<file path="config.mk">
export PLATFORM = sky130hd
export DESIGN_NAME = four_bit_deserializer
export DESIGN_NICKNAME = d
export VERILOG_FILES = /design/src/rtl/four_bit_deserializer_pkg.sv /design/src/rtl/shift_in_register.sv /design/src/rtl/four_bit_deserializer.sv
export SDC_FILE = /design/constraint.sdc
export NUM_CORES = 1
export LEC_CHECK = 0
export ABC_AREA = 1
export CORE_MARGIN = 4
export CORE_UTILIZATION = 48
export CTS_CLUSTER_SIZE = 10
export DETAILED_ROUTE_END_ITERATION = 7
export HOLD_SLACK_MARGIN = 0.15
export PLACE_DENSITY = 0.78
export SLEW_MARGIN = 20
export SYNTH_ARGS = -nofsm -noshare
export SYNTH_HDL_FRONTEND = slang
export SYNTH_SLANG_ARGS = --single-unit
</file>
<file path="constraint.sdc">
create_clock -name clock -period 1.55 [get_ports clock]
set_input_delay 0.31 -clock clock [delete_from_list [all_inputs] [get_ports clock]]
set_output_delay 0.31 -clock clock [all_outputs]
set_load 0.02 [all_outputs]
</file>
<file path="src/rtl/four_bit_deserializer_pkg.sv">
// rtl/four_bit_deserializer_pkg.sv - shared constants and types for the serial-in deserializer
// Purpose: default word width, FSM state encoding and bit-order encoding.
package four_bit_deserializer_pkg;

   localparam int unsigned WIDTH_DEFAULT = 4;

   typedef enum logic {
      IDLE  = 1'b0,
      SHIFT = 1'b1
   } state_t;

   localparam logic LSB_FIRST = 1'b1;
   localparam logic MSB_FIRST = 1'b0;

endpackage

</file>
<file path="src/rtl/shift_in_register.sv">
// rtl/shift_in_register.sv - serial-in shift register with selectable bit order
// Purpose: holds the partially assembled word and shifts one bit in per enable.
// Ports:
//   clock   - rising-edge clock
//   reset   - synchronous active-low reset, clears the register
//   enable  - shift one bit in this cycle
//   order   - LSB_FIRST shifts right (new bit at MSB), MSB_FIRST shifts left
//   bit_in  - serial bit
//   sr_next - value the register takes on the next edge (includes bit_in when enabled)
module shift_in_register
   import four_bit_deserializer_pkg::*;
#(
   parameter int unsigned WIDTH = WIDTH_DEFAULT
) (
   input  logic             clock,
   input  logic             reset,
   input  logic             enable,
   input  logic             order,
   input  logic             bit_in,
   output logic [WIDTH-1:0] sr_next
);

   logic [WIDTH-1:0] sr;
   logic [WIDTH-1:0] shifted;

   always_comb begin
      shifted = sr;
      if (order == LSB_FIRST) begin
         shifted = {bit_in, sr[WIDTH-1:1]};
      end else begin
         shifted = {sr[WIDTH-2:0], bit_in};
      end
   end

   // Exposing the next value lets the top capture a completed word on the
   // same edge that samples its last bit.
   assign sr_next = enable ? shifted : sr;

   always_ff @(posedge clock) begin
      if (!reset) begin
         sr <= '0;
      end else begin
         sr <= sr_next;
      end
   end

endmodule

</file>
<file path="src/rtl/four_bit_deserializer.sv">
// rtl/four_bit_deserializer.sv - serial-in parallel-out receiver with valid/ready output
// Purpose: assembles WIDTH serial bits into a word and holds it for a consumer.
// Ports:
//   clock        - rising-edge clock
//   reset        - synchronous active-low reset
//   serial_in    - serial data bit, sampled when serial_valid is high
//   serial_valid - qualifies serial_in
//   right_shift  - bit order, latched at the first bit of each word (1 = LSB-first)
//   data_out     - last delivered word, stable while data_valid is high
//   data_valid   - data_out holds an undelivered word
//   data_ready   - consumer accepts the word when data_valid is also high
//   busy         - a word is partially received
//   overrun      - sticky: a completed word was dropped
module four_bit_deserializer
   import four_bit_deserializer_pkg::*;
#(
   parameter int unsigned WIDTH = WIDTH_DEFAULT
) (
   input  logic             clock,
   input  logic             reset,
   input  logic             serial_in,
   input  logic             serial_valid,
   input  logic             right_shift,
   output logic [WIDTH-1:0] data_out,
   output logic             data_valid,
   input  logic             data_ready,
   output logic             busy,
   output logic             overrun
);

   localparam int unsigned CW = $clog2(WIDTH + 1);
   localparam logic [CW-1:0] LAST_COUNT = CW'(WIDTH - 1);

   state_t           state_q;
   state_t           state_d;
   logic             order_q;
   logic             order_eff;
   logic [CW-1:0]    bit_count_q;
   logic             word_done;
   logic             accept;
   logic [WIDTH-1:0] sr_next;
   logic [WIDTH-1:0] data_out_q;
   logic             data_valid_q;
   logic             overrun_q;

   // The first bit of a word must already use the new order, before order_q
   // has captured it.
   assign order_eff = (state_q == IDLE) ? right_shift : order_q;
   assign accept    = data_valid_q & data_ready;

   shift_in_register #(
      .WIDTH (WIDTH)
   ) u_shift_in_register (
      .clock   (clock),
      .reset   (reset),
      .enable  (serial_valid),
      .order   (order_eff),
      .bit_in  (serial_in),
      .sr_next (sr_next)
   );

   always_ff @(posedge clock) begin
      if (!reset) begin
         state_q <= IDLE;
      end else begin
         state_q <= state_d;
      end
   end

   always_comb begin
      state_d   = state_q;
      word_done = 1'b0;
      case (state_q)
         IDLE: begin
            if (serial_valid) begin
               state_d = SHIFT;
            end
         end
         SHIFT: begin
            if (serial_valid && (bit_count_q == LAST_COUNT)) begin
               word_done = 1'b1;
               state_d   = IDLE;
            end
         end
         default: state_d = IDLE;
      endcase
   end

   always_ff @(posedge clock) begin
      if (!reset) begin
         order_q      <= LSB_FIRST;
         bit_count_q  <= '0;
         data_out_q   <= '0;
         data_valid_q <= 1'b0;
         overrun_q    <= 1'b0;
      end else begin
         if ((state_q == IDLE) && serial_valid) begin
            order_q <= right_shift;
         end

         if (serial_valid) begin
            bit_count_q <= word_done ? '0 : bit_count_q + CW'(1);
         end

         if (word_done) begin
            // A held word that is not being accepted this cycle wins; the new
            // word is lost.
            if (data_valid_q && !data_ready) begin
               overrun_q <= 1'b1;
            end else begin
               data_out_q   <= sr_next;
               data_valid_q <= 1'b1;
            end
         end else if (accept) begin
            data_valid_q <= 1'b0;
         end
      end
   end

   assign data_out   = data_out_q;
   assign data_valid = data_valid_q;
   assign busy       = (state_q == SHIFT);
   assign overrun    = overrun_q;

endmodule
</file>
==> results.md, run 1 <==
* Status: complete, no violations
* Root buf cell: clkbuf_4
* Cell row count at 13
* Chip height at ~46 um
* Min cycle time layout at 1.31 ns
* Die area at 2120 sq um
* CP most frequent cell: ha_1
* HPWL after detailed placement at 1010 um
* Clock skew at about 0.0028 ns
* Critical path's slowest cell: dfxtp_1
* Global placer's final weighted congestion at 0.851
* Initial antenna violation count at 0
* RSZ-0062 raised after global routing: false
* ANT cells at 0
* Port Buffer Count at 12
* CP required at between 1.5 and 2 ns
* Fin. max-slew vios at 0
* Power density over the cells at between 800 and 900 nW/um^2
* Routed wire length at 1320 um
* Routed len/inst at roughly 11 um
* Peak Freq at approximately 760 MHz
* Peak supply drop at roughly 470 uV
* Die W at 46 um
* Tcrit/Tclk final at 0.846
* Vias at around 610
* Critical-path cell list: ha_1 -> ha_1 -> nand3_4 -> buf_4 -> inv_1 -> a21oi_1 -> nor2_1
* TritonCTS clock tree: yes
* Maximum clock path buffer count at 2
* Clock Latency Late Sink at slightly below 0.3 ns
* Area Overhead vs Synth at 26.9%
* Share of layout cells above drive strength 1 at 0.0991
* FF+latch count, synth at 15
* Crit start category: flop
* Slew headroom at 0.744
* Synth warn at 0
* Setup CP Type: reg2reg
* Cells after DPL at around 120
* Register area share after synthesis at 0.433
* Sink Count at 15
* CP Max Fanout at 4
* Total Power at 739 uW
* Avg Cell Area, Syn at around 7.5 sq um
* Non-filler instance count after layout at approximately 130
* Vias per Instance at a little under 5
* # IOs at 13
* Final Hold Viols at 0
* Synth Instances at just over 90
* Initial DRC count at 18
* Hold_buf cts at 0
* Leakage at around 0.00047 uW
* Post-synthesis cell type count at 18
* Largest net degree at the start of global routing at 14
* Max-Cap Viols at 0
* Mapped Nets at about 100
* Arrival time worst endpoint at 1.48 ns
* Synthesized cell area at roughly 690 sq um
* Antenna Nets Post-Route at 0
* R2R depth at 7
* Clock transition at the registers of the reported paths at 0.09 ns
* Core region area at approximately 1300 sq um
* Worst hold path type: reg2reg
* DRC Markers at 0
* Crit path largest cell delay at between 0.3 and 0.4 ns
* Initial Utilization at 0.520
* Fin nets at 120
* Grt ovf at 0
* CP endpoint kind: flop
* First-pass GRT wire length at ~2200 um
* # setup viols final at 0
* TritonRoute pass-1 iters at 4
* Hold-critical path depth at 2
* Gr usage total at 0.148
* Vias in the first global route at between 500 and 600
* Hold Slack at 0.472 ns
* Slew @ Worst Pin at 0.384 ns
* CTS buffer count at 3
* Clock H-tree levels at 1
[report_power, final]
group          leakage, uW  switching (uW)  internal, uW
combinational     0.000334            57.5          45.9
clock            0.0000150             125           100
sequential        0.000122            8.46           401
total             0.000471             191           547
[final timing paths]
kind,to,slack [ns],from
worst min register to register,bit_count_q[2],0.47,bit_count_q[2]
worst max-delay path,overrun,0.24,bit_count_q[0]
worst min-delay path,bit_count_q[2],0.47,bit_count_q[2]
worst max register to register,overrun,0.24,bit_count_q[0]
[metrics by stage]
| step | setup WS, ns | utilization | TNS, ns | area, sq um |
|---|---|---|---|---|
| floorplan | 0.366 | - | 0 | 693 |
| global placement | 0.0376 | 0.635 | 0 | 847 |
| detailed placement | -0.00807 | 0.635 | -0.00807 | 847 |
| CTS | 0.00307 | 0.652 | 0 | 870 |
| global route | 0.137 | 0.659 | 0 | 880 |
| finish | 0.239 | 0.659 | 0 | 880 |
[cell usage in the layout (no fill, tap or decap)]
| cell | instances |
|---|---|
| nand3_1 | 17 |
| dfxtp_1 | 15 |
| clkdlybuf4s50_1 | 5 |
| clkbuf_4 | 3 |
| o211ai_1 | 1 |
| buf_4 | 4 |
| inv_1 | 15 |
| nand2_2 | 1 |
| inv_2 | 1 |
| clkinv_1 | 1 |
| o21a_1 | 1 |
| nor2_1 | 10 |
| a211oi_1 | 2 |
| nor2_4 | 1 |
| nand3b_1 | 1 |
| clkbuf_1 | 1 |
| dlymetal6s2s_1 | 4 |
| o21ai_0 | 1 |
| nand2_1 | 13 |
| ha_1 | 2 |
| nand3_4 | 1 |
| dlygate4sd2_1 | 3 |
| a21oi_1 | 8 |
[kinds of logic after synthesis]
logic type                 count (synthesis)  share of synthesized area
AOI/OAI and AO/OA                         13                      0.108
adders and majority gates                  2                     0.0361
buffers and inverters                     19                      0.114
DFF                                       15                      0.433
and+or+nand+nor                           44                      0.309
[flip-flops by register name, summed over array words and instances (netlist names)]
register	count
busy	1
data_valid	1
bit_count_q	3
data_out	4
overrun	1
order_q	1
u_shift_in_register.sr	4
[Yosys cell counts]
cell type | count | share of area
o211ai_1 | 1 | 0.011
nand2_2 | 1 | 0.0090
ha_1 | 2 | 0.036
nand3_1 | 17 | 0.12
nand3_4 | 1 | 0.025
inv_1 | 15 | 0.081
nand2_1 | 13 | 0.070
a21oi_1 | 8 | 0.058
nor2_4 | 1 | 0.016
nor2_1 | 10 | 0.054
dfxtp_1 | 15 | 0.43
inv_2 | 1 | 0.0054
o21a_1 | 1 | 0.011
a211oi_1 | 2 | 0.022
clkinv_1 | 1 | 0.0054
buf_4 | 2 | 0.022
nand3b_1 | 1 | 0.011
o21ai_0 | 1 | 0.0072
[what timing repair did]
item                                    CTS  global route
buffers inserted                          0             0
gates resized for setup                   3             4
cloned                                    0             0
endpoints found under the setup margin    3             4
pin swaps                                 0             0
[metal layers]
metal  track usage  share of wire  routed length, um  vias to the layer above
met1         0.215           0.52                683                      262
met3        0.0277          0.035                 46                        2
li1              -              -                  -                      333
met2         0.201           0.42                562                       10
met5             0              0                  0                        -
met4        0.0852          0.025                 33                        0
[layout make-up]
type | count | area (sq um)
inverter | 17 | 63.8
timing repair buffer | 16 | 156
clock buffer | 4 | 26.3
tap | 15 | 18.8
sequential | 15 | 300
fill | 117 | 454
multi-input combinational | 59 | 314
[worst max-delay path: cells and delay by family, from the launching register on]
kind / cells / cell delay (ns)
buffers and inverters: 2 / 0.19
adders and majority gates: 2 / 0.41
DFF: 1 / 0.34
AOI/OAI and AO/OA: 1 / 0.12
and+or+nand+nor: 2 / 0.14
(Power assumes the default switching activity.)
==> run 2, diff against run 1 <==
Settings changed: CORE_UTILIZATION 48 to 44, PLACE_DENSITY 0.78 to 0.76.
Clock period 1.55 ns to 1.2 ns, I/O delays scaled along.
==> run 2 against run 1 <==
Effect of this change:
- the flow now finishes with violations (negative setup slack)
- die area grew 7.5%
- largest cell class unchanged
- sequential share of layout area shrank 0.81 points
- wire length rose by 3.9%
- global-route usage is essentially flat
- clock skew grew 0.0018 ns
- non-clock buffer count grew 3
- final area rose by 3.3%
- register-to-register slack got worse by 0.25 ns
- critical path depth is 3 lower
- sequential power grew 30%
- clock power rose by 25%
- first-iteration DRC count down 72%
==> results.md, run 2 (synthesis gave the netlist of run 1 again) <==
* Status: finished with violations (was complete, no violations)
* Failing checks: negative setup slack
* Arrival time worst endpoint at 1.40 ns (was 1.48 ns)
* Comb pwr share at 0.152 (was 0.140)
* Net switching power of the design at 243 uW (was 191 uW)
* Initial antenna violation count at 0 (unchanged)
* Vias in the first global route at 584 (was 532)
* Reg power frac at 0.555 (about the same)
* Tcrit/Tclk final at 1.03
* Hold-critical path depth at 2 (unchanged)
* Clock skew at 0.00450 ns (was 0.00275 ns)
* Non-filler instance count after layout at 130 (was 126)
* Maximum clock path buffer count at 2 (unchanged)
* # setup viols final at 5 (was 0)
* Setup CP Type: in2reg (was reg2reg)
* Most common cell after layout, fill and taps aside: nand3_1 (unchanged)
* Fin nets at 123 (was 120)
* Final Hold Viols at 0 (unchanged)
* Hold Slack at 0.470 ns (was 0.472 ns)
* Initial DRC count at 5 (was 18)
* Cells after DPL at 126 (was 122)
* Gr usage total at 0.148 (about the same)
* TritonRoute pass-1 iters at 4 (unchanged)
* Sink Count at 15 (unchanged)
* Fin. max-slew vios at 0 (unchanged)
* Worst reg2reg startpoint: bit_count_q[0] (unchanged)
* Grt ovf at 0 (unchanged)
* CP Max Fanout at 9 (was 4)
* Vias per Instance at 4.96 (was 4.82)
* HPWL after detailed placement at 1000 um (was 1010 um)
* First-pass GRT wire length at 2390 um (was 2250 um)
* Clock Latency Late Sink at 0.28 ns (was 0.29 ns)
* Hold_sp: bit_count_q[2] (unchanged)
* RSZ-0062 raised after global routing: true (was false)
* Clock H-tree levels at 1 (unchanged)
* Power density over the cells at 1060 nW/um^2 (was 840 nW/um^2)
* Chip height at 47.7 um (was 46 um)
* Max-Cap Viols at 0 (unchanged)
* Most frequent cells in the layout: nand3_1 (17), inv_1 (14), nand2_1 (13), dfxtp_1 (13), nor2_1 (10) (was nand3_1 (17), inv_1 (15), dfxtp_1 (15))
* CTS buffer count at 3 (unchanged)
* DRC Markers at 0 (unchanged)
* RR Endpoint: data_out[0] (was overrun)
* Vias at 645 (was 607)
* Leakage at 0.000412 uW (was 0.000471 uW)
* Crit start category: input pin (was flop)
* Total Power at 959 uW (was 739 uW)
* Util after Layout at 0.610 (was 0.659)
* Slew @ Worst Pin at 0.398 ns (was 0.384 ns)
* Area Overhead vs Synth at 31.0% (was 26.9%)
* TritonCTS clock tree: yes (unchanged)
* Die area at 2270 sq um (was 2120 sq um)
* Global placer's final weighted congestion at 0.824 (was 0.851)
* R2r setup slk at -0.01 ns (was 0.24 ns)
* Initial Utilization at 0.466 (was 0.520)
* Die W at 47.7 um (was 46 um)
* Routed wire length at 1380 um (was 1320 um)
* Sw Ratio at 0.254 (was 0.259)
* Worst hold path type: reg2reg (unchanged)
* ANT cells at 0 (unchanged)
* Cell row count at 14 (was 13)
* Clock transition at the registers of the reported paths at 0.08 ns (was 0.09 ns)
* Antenna Nets Post-Route at 0 (unchanged)
* Clk network pwr share at 0.293 (was 0.305)
* Final setup TNS at -0.0998 ns (was 0 ns)
* Slew headroom at 0.734 (was 0.744)
* Peak supply drop at 677 uV (was 471 uV)
* Final worst setup slack at -0.0387 ns (was 0.239 ns)
* Share of layout cells above drive strength 1 at 0.237 (was 0.0991)
* Port Buffer Count at 12 (unchanged)
* Root buf cell: clkbuf_4 (unchanged)
* Routed len/inst at 10.6 um (was 10.5 um)
* CP required at 1.36 ns (was 1.72 ns)
* Peak Freq at between 800 and 900 MHz
* R2R depth at 7 (unchanged)
* Largest net degree at the start of global routing at 14 (unchanged)
* Hold EP: bit_count_q[2] (unchanged)
* Hold_buf cts at 0 (unchanged)
* Min cycle time layout at 1.24 ns
* # IOs at 13 (unchanged)
* Internal at 716 uW (was 547 uW)
* CP endpoint kind: flop (unchanged)
* Core region area at 1490 sq um (was 1330 sq um)
## run 2: cell count changes in the layout (fill, tap and decap cells not counted), sizes merged
cell,change
buf,+3
clkbuf,+6
clkdlybuf4s15,+1
dlygate4sd2,-3
dlymetal6s2s,-4
## run 2: cell type report
class                           instances  area, sq um
Fill cell                             144          581
Multi-Input combinational cell         59          347
Sequential cell                        15          303
Timing Repair Buffer                   19          146
Inverter                               17         66.3
Clock buffer                            4         26.3
Tap cell                               16         20.0
## run 2: worst max path at each step
stage | cells after the start | slack (ns) | from | to
after floorplan | 7 | 0.02 | bit_count_q[0] | data_out[3]
after global placement | 6 | -0.28 | serial_valid | data_out[3]
after detailed placement | 4 | -0.32 | serial_valid | order_q
after CTS | 8 | -0.04 | bit_count_q[0] | data_out[1]
after global routing | 8 | -0.13 | bit_count_q[0] | data_out[1]
final | 4 | -0.04 | serial_valid | order_q
## run 2: metal layers
metal	vias to the layer above	wire [um]	GRT usage
met5	-	0	0
met4	0	17	0.0484
met3	2	88	0.0376
met2	17	650	0.243
met1	280	620	0.190
li1	346	-	-
## run 2: worst max-delay path, stage by stage
cell             delay, ns
clkdlybuf4s50_1       0.55
clkinv_1              0.27
o21ai_0               0.23
o211ai_1              0.10
## run 2: per-stage QoR
stage          area, sq um  setup slack, ns
2_1_floorplan          693           0.0162
4_1_cts                926          -0.0363
3_3_place_gp           871           -0.276
6_report               908          -0.0387
3_5_place_dp           871           -0.322
5_1_grt                908           -0.132
## run 2: power groups by stage
stage	logic [uW]	registers [uW]	clock network, uW
after floorplan	81.7	547	0
after global placement	138	539	0
after detailed placement	143	540	0
after CTS	146	532	294
after global routing	166	535	313
final	146	532	281
## run 2: repair_timing
item / in CTS / in global routing
setup endpoints to repair: 18 / 16
setup buffers: 0 / 0
resized for setup: 18 / 13
pin swaps: 2 / 3
